[src/rtl/writeback_stage_aligned_pkg.sv]
// Shared encodings for the writeback stage: opcodes, load widths, immediate
// types, register index type and the writeback fault causes.
package writeback_stage_aligned_pkg;

  typedef enum logic [4:0] {
    OPCODE_NOP   = 5'h00,
    OPCODE_LOAD  = 5'h01,
    OPCODE_STORE = 5'h02,
    OPCODE_LOADI = 5'h03,
    OPCODE_ADD   = 5'h04,
    OPCODE_SUB   = 5'h05,
    OPCODE_JUMP  = 5'h06
  } t_opcode;

  localparam logic [1:0] CW_BYTE = 2'd0;
  localparam logic [1:0] CW_WORD = 2'd1;
  localparam logic [1:0] CW_LONG = 2'd2;

  typedef enum logic [1:0] {
    IT_UNSIGNED = 2'd0,
    IT_SIGNED   = 2'd1,
    IT_TOP      = 2'd2,
    IT_RESERVED = 2'd3
  } t_immediate_type;

  typedef logic [3:0] t_reg;

  typedef enum logic [1:0] {
    WB_FAULT_NONE       = 2'd0,
    WB_FAULT_MISALIGNED = 2'd1,
    WB_FAULT_TIMEOUT    = 2'd2,
    WB_FAULT_BAD_IMM    = 2'd3
  } t_wb_fault;

  typedef enum logic {
    ST_RUN       = 1'b0,
    ST_WAIT_DATA = 1'b1
  } t_wb_state;

  localparam logic [31:0] NOP_INSTRUCTION = {OPCODE_NOP, 27'h0};

  // The reserved encoding never reaches here with write enabled; it yields 0.
  function automatic logic [31:0] resolve_immediate(input logic [1:0] it,
                                                    input logic [15:0] imm);
    logic [31:0] value;
    case (t_immediate_type'(it))
      IT_UNSIGNED: value = {16'h0000, imm};
      IT_SIGNED:   value = {{16{imm[15]}}, imm};
      IT_TOP:      value = {imm, 16'h0000};
      default:     value = 32'h0;
    endcase
    return value;
  endfunction

endpackage

[src/rtl/writeback_stage_aligned_align.sv]
// Combinational load lane select, sign/zero extension and misalign detection,
// shared with the forwarding logic.
module load_align_extend
  import writeback_stage_aligned_pkg::*;
#(
  parameter int ALIGN_LOADS = 1
) (
  input  logic [31:0] data_i,
  input  logic [1:0]  width_i,
  input  logic        signed_i,
  input  logic [1:0]  byte_offset_i,
  output logic [31:0] value_o,
  output logic        misaligned_o
);

  logic [1:0]  off;
  logic [31:0] shifted;

  always_comb begin
    off          = (ALIGN_LOADS != 0) ? byte_offset_i : 2'd0;
    shifted      = data_i >> {off, 3'b000};
    value_o      = shifted;
    misaligned_o = 1'b0;
    case (width_i)
      CW_BYTE: begin
        value_o = signed_i ? {{24{shifted[7]}}, shifted[7:0]} : {24'h0, shifted[7:0]};
      end
      CW_WORD: begin
        value_o      = signed_i ? {{16{shifted[15]}}, shifted[15:0]} : {16'h0, shifted[15:0]};
        misaligned_o = off[0];
      end
      // LONG and the undefined width encoding both take the full word.
      default: begin
        value_o      = data_i;
        misaligned_o = (off != 2'd0);
      end
    endcase
  end

endmodule

[src/rtl/writeback_stage_aligned.sv]
// Writeback register stage: resolves LOADI immediates, aligns sub-word loads,
// waits (with timeout) for slow memory data and reports precise faults.
module writeback_stage_aligned
  import writeback_stage_aligned_pkg::*;
#(
  parameter int TIMEOUT_CYCLES = 255,
  parameter int TIMEOUT_WIDTH  = 8,
  parameter int ALIGN_LOADS    = 1
) (
  input  logic        clock_i,
  input  logic        reset_ni,
  input  logic        in_valid_i,
  output logic        in_ready_o,
  input  logic [31:0] inbound_instruction_i,
  input  logic [1:0]  byte_offset_i,
  input  logic [31:0] data_in_i,
  input  logic        data_in_valid_i,
  output logic        write_o,
  output logic [3:0]  write_index_o,
  output logic [31:0] write_data_o,
  output logic [31:0] outbound_instruction_o,
  output logic        outbound_valid_o,
  output logic        fault_o,
  output logic [1:0]  fault_cause_o
);

  localparam logic [TIMEOUT_WIDTH-1:0] COUNT_LAST = TIMEOUT_WIDTH'(TIMEOUT_CYCLES - 1);

  t_wb_state                state_q, state_d;
  logic [TIMEOUT_WIDTH-1:0] count_q, count_d;
  logic [31:0]              pend_instr_q, pend_instr_d;
  logic [1:0]               pend_off_q, pend_off_d;
  logic                     write_q, write_d;
  t_reg                     index_q, index_d;
  logic [31:0]              data_q, data_d;
  logic [31:0]              out_instr_q, out_instr_d;
  logic                     out_valid_q, out_valid_d;
  logic                     fault_q, fault_d;
  t_wb_fault                cause_q, cause_d;

  logic [31:0] cur_instr;
  logic [1:0]  cur_off;
  logic [31:0] load_value;
  logic        load_misaligned;

  // While waiting, the aligner works on the captured load, not the live input.
  assign cur_instr = (state_q == ST_WAIT_DATA) ? pend_instr_q : inbound_instruction_i;
  assign cur_off   = (state_q == ST_WAIT_DATA) ? pend_off_q   : byte_offset_i;

  load_align_extend #(
    .ALIGN_LOADS(ALIGN_LOADS)
  ) u_align (
    .data_i       (data_in_i),
    .width_i      (cur_instr[26:25]),
    .signed_i     (cur_instr[24]),
    .byte_offset_i(cur_off),
    .value_o      (load_value),
    .misaligned_o (load_misaligned)
  );

  assign in_ready_o = (state_q == ST_RUN);

  always_comb begin
    state_d      = state_q;
    count_d      = count_q;
    pend_instr_d = pend_instr_q;
    pend_off_d   = pend_off_q;
    write_d      = 1'b0;
    index_d      = '0;
    data_d       = 32'h0;
    out_instr_d  = NOP_INSTRUCTION;
    out_valid_d  = 1'b0;
    fault_d      = 1'b0;
    cause_d      = WB_FAULT_NONE;

    case (state_q)
      ST_RUN: begin
        if (in_valid_i) begin
          out_instr_d = cur_instr;
          out_valid_d = 1'b1;
          case (t_opcode'(cur_instr[31:27]))
            OPCODE_LOADI: begin
              if (cur_instr[25:24] == IT_RESERVED) begin
                fault_d = 1'b1;
                cause_d = WB_FAULT_BAD_IMM;
              end else begin
                write_d = 1'b1;
                index_d = cur_instr[23:20];
                data_d  = resolve_immediate(cur_instr[25:24], cur_instr[15:0]);
              end
            end
            OPCODE_LOAD: begin
              if (load_misaligned) begin
                fault_d = 1'b1;
                cause_d = WB_FAULT_MISALIGNED;
              end else if (data_in_valid_i) begin
                write_d = 1'b1;
                index_d = cur_instr[23:20];
                data_d  = load_value;
              end else begin
                out_instr_d  = NOP_INSTRUCTION;
                out_valid_d  = 1'b0;
                pend_instr_d = cur_instr;
                pend_off_d   = cur_off;
                count_d      = '0;
                state_d      = ST_WAIT_DATA;
              end
            end
            default: ;
          endcase
        end
      end

      ST_WAIT_DATA: begin
        // Data on the expiry cycle is checked first, so it wins over timeout.
        if (data_in_valid_i) begin
          write_d     = 1'b1;
          index_d     = cur_instr[23:20];
          data_d      = load_value;
          out_instr_d = cur_instr;
          out_valid_d = 1'b1;
          state_d     = ST_RUN;
        end else if (count_q == COUNT_LAST) begin
          fault_d     = 1'b1;
          cause_d     = WB_FAULT_TIMEOUT;
          out_instr_d = cur_instr;
          out_valid_d = 1'b1;
          state_d     = ST_RUN;
        end else begin
          count_d = count_q + 1'b1;
        end
      end

      default: state_d = ST_RUN;
    endcase
  end

  always_ff @(posedge clock_i or negedge reset_ni) begin
    if (!reset_ni) begin
      state_q      <= ST_RUN;
      count_q      <= '0;
      pend_instr_q <= NOP_INSTRUCTION;
      pend_off_q   <= 2'd0;
      write_q      <= 1'b0;
      index_q      <= '0;
      data_q       <= 32'h0;
      out_instr_q  <= NOP_INSTRUCTION;
      out_valid_q  <= 1'b0;
      fault_q      <= 1'b0;
      cause_q      <= WB_FAULT_NONE;
    end else begin
      state_q      <= state_d;
      count_q      <= count_d;
      pend_instr_q <= pend_instr_d;
      pend_off_q   <= pend_off_d;
      write_q      <= write_d;
      index_q      <= index_d;
      data_q       <= data_d;
      out_instr_q  <= out_instr_d;
      out_valid_q  <= out_valid_d;
      fault_q      <= fault_d;
      cause_q      <= cause_d;
    end
  end

  assign write_o                = write_q;
  assign write_index_o          = index_q;
  assign write_data_o           = data_q;
  assign outbound_instruction_o = out_instr_q;
  assign outbound_valid_o       = out_valid_q;
  assign fault_o                = fault_q;
  assign fault_cause_o          = cause_q;

endmodule

[config.mk]
export PLATFORM = sky130hd
export DESIGN_NAME = writeback_stage_aligned
export DESIGN_NICKNAME = d
export VERILOG_FILES = /design/src/rtl/writeback_stage_aligned_pkg.sv /design/src/rtl/writeback_stage_aligned_align.sv /design/src/rtl/writeback_stage_aligned.sv
export SDC_FILE = /design/constraint.sdc
export NUM_CORES = 1
export LEC_CHECK = 0
export ABC_AREA = 0
export CAP_MARGIN = 20
export CORE_MARGIN = 2
export CORE_UTILIZATION = 30
export CTS_BUF_LIST = sky130_fd_sc_hd__clkbuf_4
export CTS_CLUSTER_DIAMETER = 30
export DETAILED_ROUTE_END_ITERATION = 16
export HOLD_SLACK_MARGIN = 0.08
export PLACE_DENSITY_LB_ADDON = 0.12
export SETUP_SLACK_MARGIN = 0.2
export SLEW_MARGIN = 10
export SYNTH_ARGS = -nofsm -noshare
export SYNTH_HDL_FRONTEND = slang
export SYNTH_SLANG_ARGS = --single-unit
[constraint.sdc]
create_clock -name clock_i -period 2.7 [get_ports clock_i]
set_input_delay 0.81 -clock clock_i [delete_from_list [all_inputs] [get_ports clock_i]]
set_output_delay 0.81 -clock clock_i [all_outputs]
set_load 0.01 [all_outputs]
==> impl_metrics.ini, run 1 <==
[status]
status = finished clean

[sta]
worst_pin_slew_ns = 0.661
setup_slack_ns = 0.213
hold_viol_final = 0
fmax_mhz = 402
skew_ns = 0.0182
rsz0062_at_grt = no
setup_tns_ns = 0
setup_viol = 0
fin_crit_ns = 2.49
period_share = 0.921
slew_violations = 0
slew_headroom = 0.559

[synthesis]
ys_types = 55
yosysTopAreaCell = dfrtp_1
synthArstFlopShare = 1.00
netlist.area_leader.share = 0.514
ys_ff_latch = 116
yosys_warnings = 0
ys_seq_area_frac = 0.514
synth.net_count = 561
avgSynthCellArea_sq_um = 11.6
syn_area_sq_um = 5650
synthFlopType = dfrtp_1
synthCells = 489
synthTopCellsByArea = dfrtp_1 51%, mux2_4 6.6%, mux2i_1 6.0%
synth-edff-count = 0

[final_layout]
layout.nets = 750
multi_input_area_sq_um = 2560
num-fill-cells = 1826
area_growth_pct = 41.7
regArea_sq_um = 2910
finish.instance_area_sq_um = 8010
drive_above_1_share = 0.201

[clock_network]
clock_latency_ns = 0.53
cts_buffers = 17
htree_levels = 4
hold_buffers = 0
clockBufferDepth = 2
cts_tree = built
clockRootBuffer = clkbuf_4
cts.sinks = 116
clk_pin_slew_ns = 0.11

[global_route]
grt_use_total = 0.185
grt_pass1_vias = 4900
overflow = 0
antenna_found_initial = 2
grt_pass1_wl_um = 28100
grt_start_max_net_pins = 54

[place]
place_area_sq_um = 7730
place.port_buffers = 143
routabilityCongestion = 0.901
pre_cts_ws_ns = -0.366
hpwl_um = 13100

[drt]
wl_per_cell_um = 19.3
drtAntennaViolNets = 0
first_pass_iters = 5
vias = 4736
drc = 0
avgViaCountPerCell = 5.11
drt-met1-wl_um = 8360
wirelength_um = 17900
dr.first_iter.drc_count = 299
wl_met2_um = 8280
top_layer = met4
wl_met3_um = 918

[setup_path]
cp_max_fo = 40
start_kind = input port
required_ns = 3.12
crit_arrival_ns = 2.91
crit_path_end_kind = register
critPathKind = in -> reg

[pwr]
leakagePower_uw = 0.00356
vdd_drop_max_mv = 0.189
power.density_nw_per_um2 = 457

[worst_hold_path]
hold_class = in -> async

[die]
placementRows = 50
io_pins = 144
die-width_um = 141
coreArea_sq_um = 18600
die-area_sq_um = 20000
dieHeight_um = 141
initial_utilization = 0.304

[job]
drv_cap = 0
-- cell families (layout without fill, tap and decap cells) --
| kind of cell | Yosys count | after routing | share of synthesized area |
|---|---|---|---|
| compound gates | 143 | 143 | 0.198 |
| xor+xnor | 6 | 6 | 0.00930 |
| fa+ha+maj | 2 | 2 | 0.00443 |
| buf+inv | 41 | 243 | 0.0381 |
| flops | 116 | 116 | 0.514 |
| mux | 67 | 67 | 0.145 |
| other cells | 0 | 2 | 0 |
| simple gates | 114 | 114 | 0.0919 |
-- per-layer routing --
layer	up-vias	GRT usage
li1	2211	-
met1	2340	0.265
met2	167	0.279
met3	18	0.0344
met4	0	0.0716
met5	-	0
-- area by class of cell --
class | instances | area share
tap | 234 | 0.0366
multi-input combinational | 332 | 0.320
clock buffer | 19 | 0.0178
timing repair buffer | 204 | 0.245
sequential | 116 | 0.363
antenna | 2 | 0.000625
inverter | 7 | 0.00328
clock inverter | 13 | 0.0139
-- stage by stage --
stage,power [uW],hold slack (ns),utilization,cells
floorplan,2150,0.450,-,489
global placement,2510,0.462,0.416,891
detailed placement,2520,0.497,0.416,891
CTS,3710,0.195,0.430,925
global route,3850,0.195,0.431,927
finish,3660,0.225,0.431,927
-- cell usage after synthesis, types with 3 or more instances --
| cell type | count |
|---|---|
| o22ai_1 | 15 |
| o31ai_1 | 15 |
| nand2_1 | 19 |
| a2bb2oi_1 | 7 |
| buf_2 | 10 |
| buf_4 | 3 |
| o21ai_0 | 22 |
| o2bb2ai_1 | 8 |
| xor2_1 | 3 |
| dfrtp_1 | 116 |
| and2_1 | 5 |
| nor2_1 | 60 |
| nor3_1 | 3 |
| a22o_1 | 31 |
| mux2_2 | 5 |
| a32o_1 | 4 |
| a21oi_1 | 5 |
| buf_6 | 5 |
| xnor2_1 | 3 |
| mux2i_1 | 34 |
| nor2b_1 | 5 |
| mux2_4 | 25 |
| nand2b_1 | 7 |
| o32ai_1 | 10 |
| a221oi_1 | 8 |
| clkbuf_1 | 15 |
| inv_1 | 7 |
| nand3_1 | 4 |
-- final timing paths --
check	from	to	slack (ns)	depth (start not counted)
min in group clock_i	pend_instr_q[17]	outbound_instruction_o[17]	0.52	1
worst max-delay path	inbound_instruction_i[29]	pend_instr_q[12]	0.21	7
worst min register to register	pend_instr_q[17]	outbound_instruction_o[17]	0.52	1
worst max register to register	state_q	write_data_o[27]	0.39	7
max in group asynchronous	reset_ni	write_data_o[2]	1.82	2
worst min-delay path	reset_ni	pend_instr_q[30]	0.23	1
-- flip-flops by register name, indices dropped and copies added, names as in the netlist --
name                    cells
fault_o                     1
pend_instr_q               32
outbound_instruction_o     32
write_index_o               4
write_data_o               32
state_q                     1
pend_off_q                  2
fault_cause_o               2
outbound_valid_o            1
count_q                     8
write_o                     1
-- worst max-delay path: stages --
cell and delay (ns):
clkdlybuf4s50_1 0.46, nor4b_2 0.30, buf_4 0.16, a22oi_1 0.12, a2111o_2 0.50, buf_12 0.22, mux2_4 0.33
-- cell usage in the layout (no fill, tap or decap), drive strengths merged, types with 8 or more instances in the layout --
| cell | n |
|---|---|
| mux2 | 31 |
| mux2i | 36 |
| nor2 | 60 |
| a221oi | 9 |
| o32ai | 10 |
| nand2 | 19 |
| inv | 8 |
| dfrtp | 116 |
| buf | 62 |
| o2bb2ai | 8 |
| clkbuf | 19 |
| a22o | 31 |
| o22ai | 16 |
| clkdlybuf4s50 | 141 |
| o21ai | 23 |
| o31ai | 15 |
-- power by group --
part           internal (uW)  switching [uW]
Sequential              1810            54.4
Combinational            335             289
Clock                    471             703
Total                   2620            1050
-- what timing repair did --
item                                    4_1_cts  5_1_grt
gates resized for setup                       2        1
buffers inserted                              2        0
endpoints found under the setup margin        1       22
Power figures use the tool's default switching activity.
==> run 2, diff against run 1 <==
==> constraint.sdc (replaced) <==
create_clock -name clock_i -period 2.7 [get_ports clock_i]
set_input_delay 0.675 -clock clock_i [delete_from_list [all_inputs] [get_ports clock_i]]
set_output_delay 0.675 -clock clock_i [all_outputs]
set_load 0.01 [all_outputs]
==> run 2 against run 1 <==
Against the previous run:
- critical endpoint is now pend_instr_q[21]
- cell area is 0.27% higher
- global-route usage down 0.26 points
- worst setup slack gained 0.12 ns
- hold slack got worse by 0.13 ns
- largest power group unchanged
==> impl_metrics.ini, run 2 (same netlist as run 1, synthesis figures left out) <==
[status]
status = finished clean

[clock_network]
clk_pin_slew_ns = 0.13
htree_levels = 4
cts_buffers = 17
hold_buffers = 0
clockBufferDepth = 2
cts_tree = built
clockRootBuffer = clkbuf_4
cts.sinks = 116
clock_latency_ns = 0.54

[die]
die-area_sq_um = 20000
initial_utilization = 0.304
dieHeight_um = 141
coreArea_sq_um = 18600
placementRows = 50
die-width_um = 141
io_pins = 144

[place]
hpwl_um = 13200
routabilityCongestion = 0.865
place.port_buffers = 143

[global_route]
overflow = 0
grt_pass1_wl_um = 27500
grt_start_max_net_pins = 46
grt_pass1_vias = 4805
grt_use_total = 0.183
antenna_found_initial = 2

[setup_path]
start_kind = input port
required_ns = 3.12
crit_arrival_ns = 2.79
crit_path_end_kind = register
cp_max_fo = 15
critPathKind = in -> reg

[pwr]
leakagePower_uw = 0.00357
vdd_drop_max_mv = 0.224
power.density_nw_per_um2 = 495

[sta]
fin_crit_ns = 2.37
rsz0062_at_grt = no
slew_violations = 0
worst_pin_slew_ns = 0.926
hold_slack_ns = 0.0994
slew_headroom = 0.380
fmax_mhz = 422
setup_viol = 0
period_share = 0.878
hold_viol_final = 0
skew_ns = 0.0257
setup_tns_ns = 0

[drt]
dr.first_iter.drc_count = 279
first_pass_iters = 5
drtAntennaViolNets = 0
drt-met1-wl_um = 8260
avgViaCountPerCell = 5.10
vias = 4681
drc = 0
wl_per_cell_um = 19.5
top_layer = met4
wl_met2_um = 8460
wl_met3_um = 1010
wirelength_um = 17900

[job]
drv_cap = 0

[final_layout]
mostFrequentLayoutCell = clkdlybuf4s50_1
layout.nets = 741
area_growth_pct = 42.1
drive_above_1_share = 0.192
layout_common_cells = 142 x clkdlybuf4s50_1, 115 x dfrtp_1, 59 x nor2_1

[worst_hold_path]
hold_class = in -> async
-- run 2: cell type report --
type / count / area (sq um)
timing repair buffer: 195 / 1910
clock buffer: 17 / 128
tap: 234 / 293
clock inverter: 15 / 203
sequential: 116 / 2900
inverter: 7 / 30.0
fill: 1785 / 10600
antenna: 2 / 5.00
multi-input combinational: 332 / 2560
-- run 2: path summary, 6_finish.rpt --
kind	from	to	slack, ns	cells past startpoint
setup / recovery	inbound_instruction_i[29]	pend_instr_q[21]	0.33	7
hold / removal	reset_ni	fault_cause_o[0]	0.1	1
setup reg to reg	state_q	pend_instr_q[21]	0.38	7
hold reg to reg	pend_instr_q[17]	outbound_instruction_o[17]	0.51	1
max in group asynchronous	reset_ni	pend_instr_q[26]	1.91	2
min in group clock_i	pend_instr_q[17]	outbound_instruction_o[17]	0.51	1
-- run 2: routing by layer --
| layer | track usage | vias to the layer above |
|---|---|---|
| li1 | - | 2187 |
| met1 | 0.257 | 2308 |
| met2 | 0.283 | 174 |
| met3 | 0.0425 | 12 |
| met4 | 0.0516 | 0 |
| met5 | 0 | - |
-- run 2: where the power goes --
group / internal [uW] / switching [uW]
clock network: 744 / 747
logic: 329 / 290
registers: 1810 / 55.3
-- run 2: what timing repair did --
| action | in CTS | in global routing |
|---|---|---|
| pin swaps | 0 | 0 |
| hold endpoints to repair | 0 | 0 |
| endpoints found under the setup margin | 1 | 20 |
| buffers inserted | 1 | 0 |
| resized for setup | 1 | 1 |
-- run 2: critical path, cell delays in order --
cell and delay (ns):
clkdlybuf4s50_1 0.43, nor4b_1 0.34, buf_4 0.17, a22oi_1 0.12, a2111o_2 0.50, buf_4 0.22, mux2_1 0.33
-- run 2: stage by stage --
step                total power, uW  setup WS, ns  cells  utilization  area (sq um)
floorplan                      2150         0.339    489            -          5650
global placement               2510        -0.227    883        0.413          7680
detailed placement             2520        -0.216    883        0.413          7680
CTS                            4040         0.276    916        0.432          8020
global route                   4170         0.230    918        0.432          8030
finish                         3980         0.330    918        0.432          8030
==> run 3, diff against run 2 <==
CAP_MARGIN = default   (was 20)
==> results of run 3 <==
The final DEF is identical to that of run 2; final timing and power are the same.
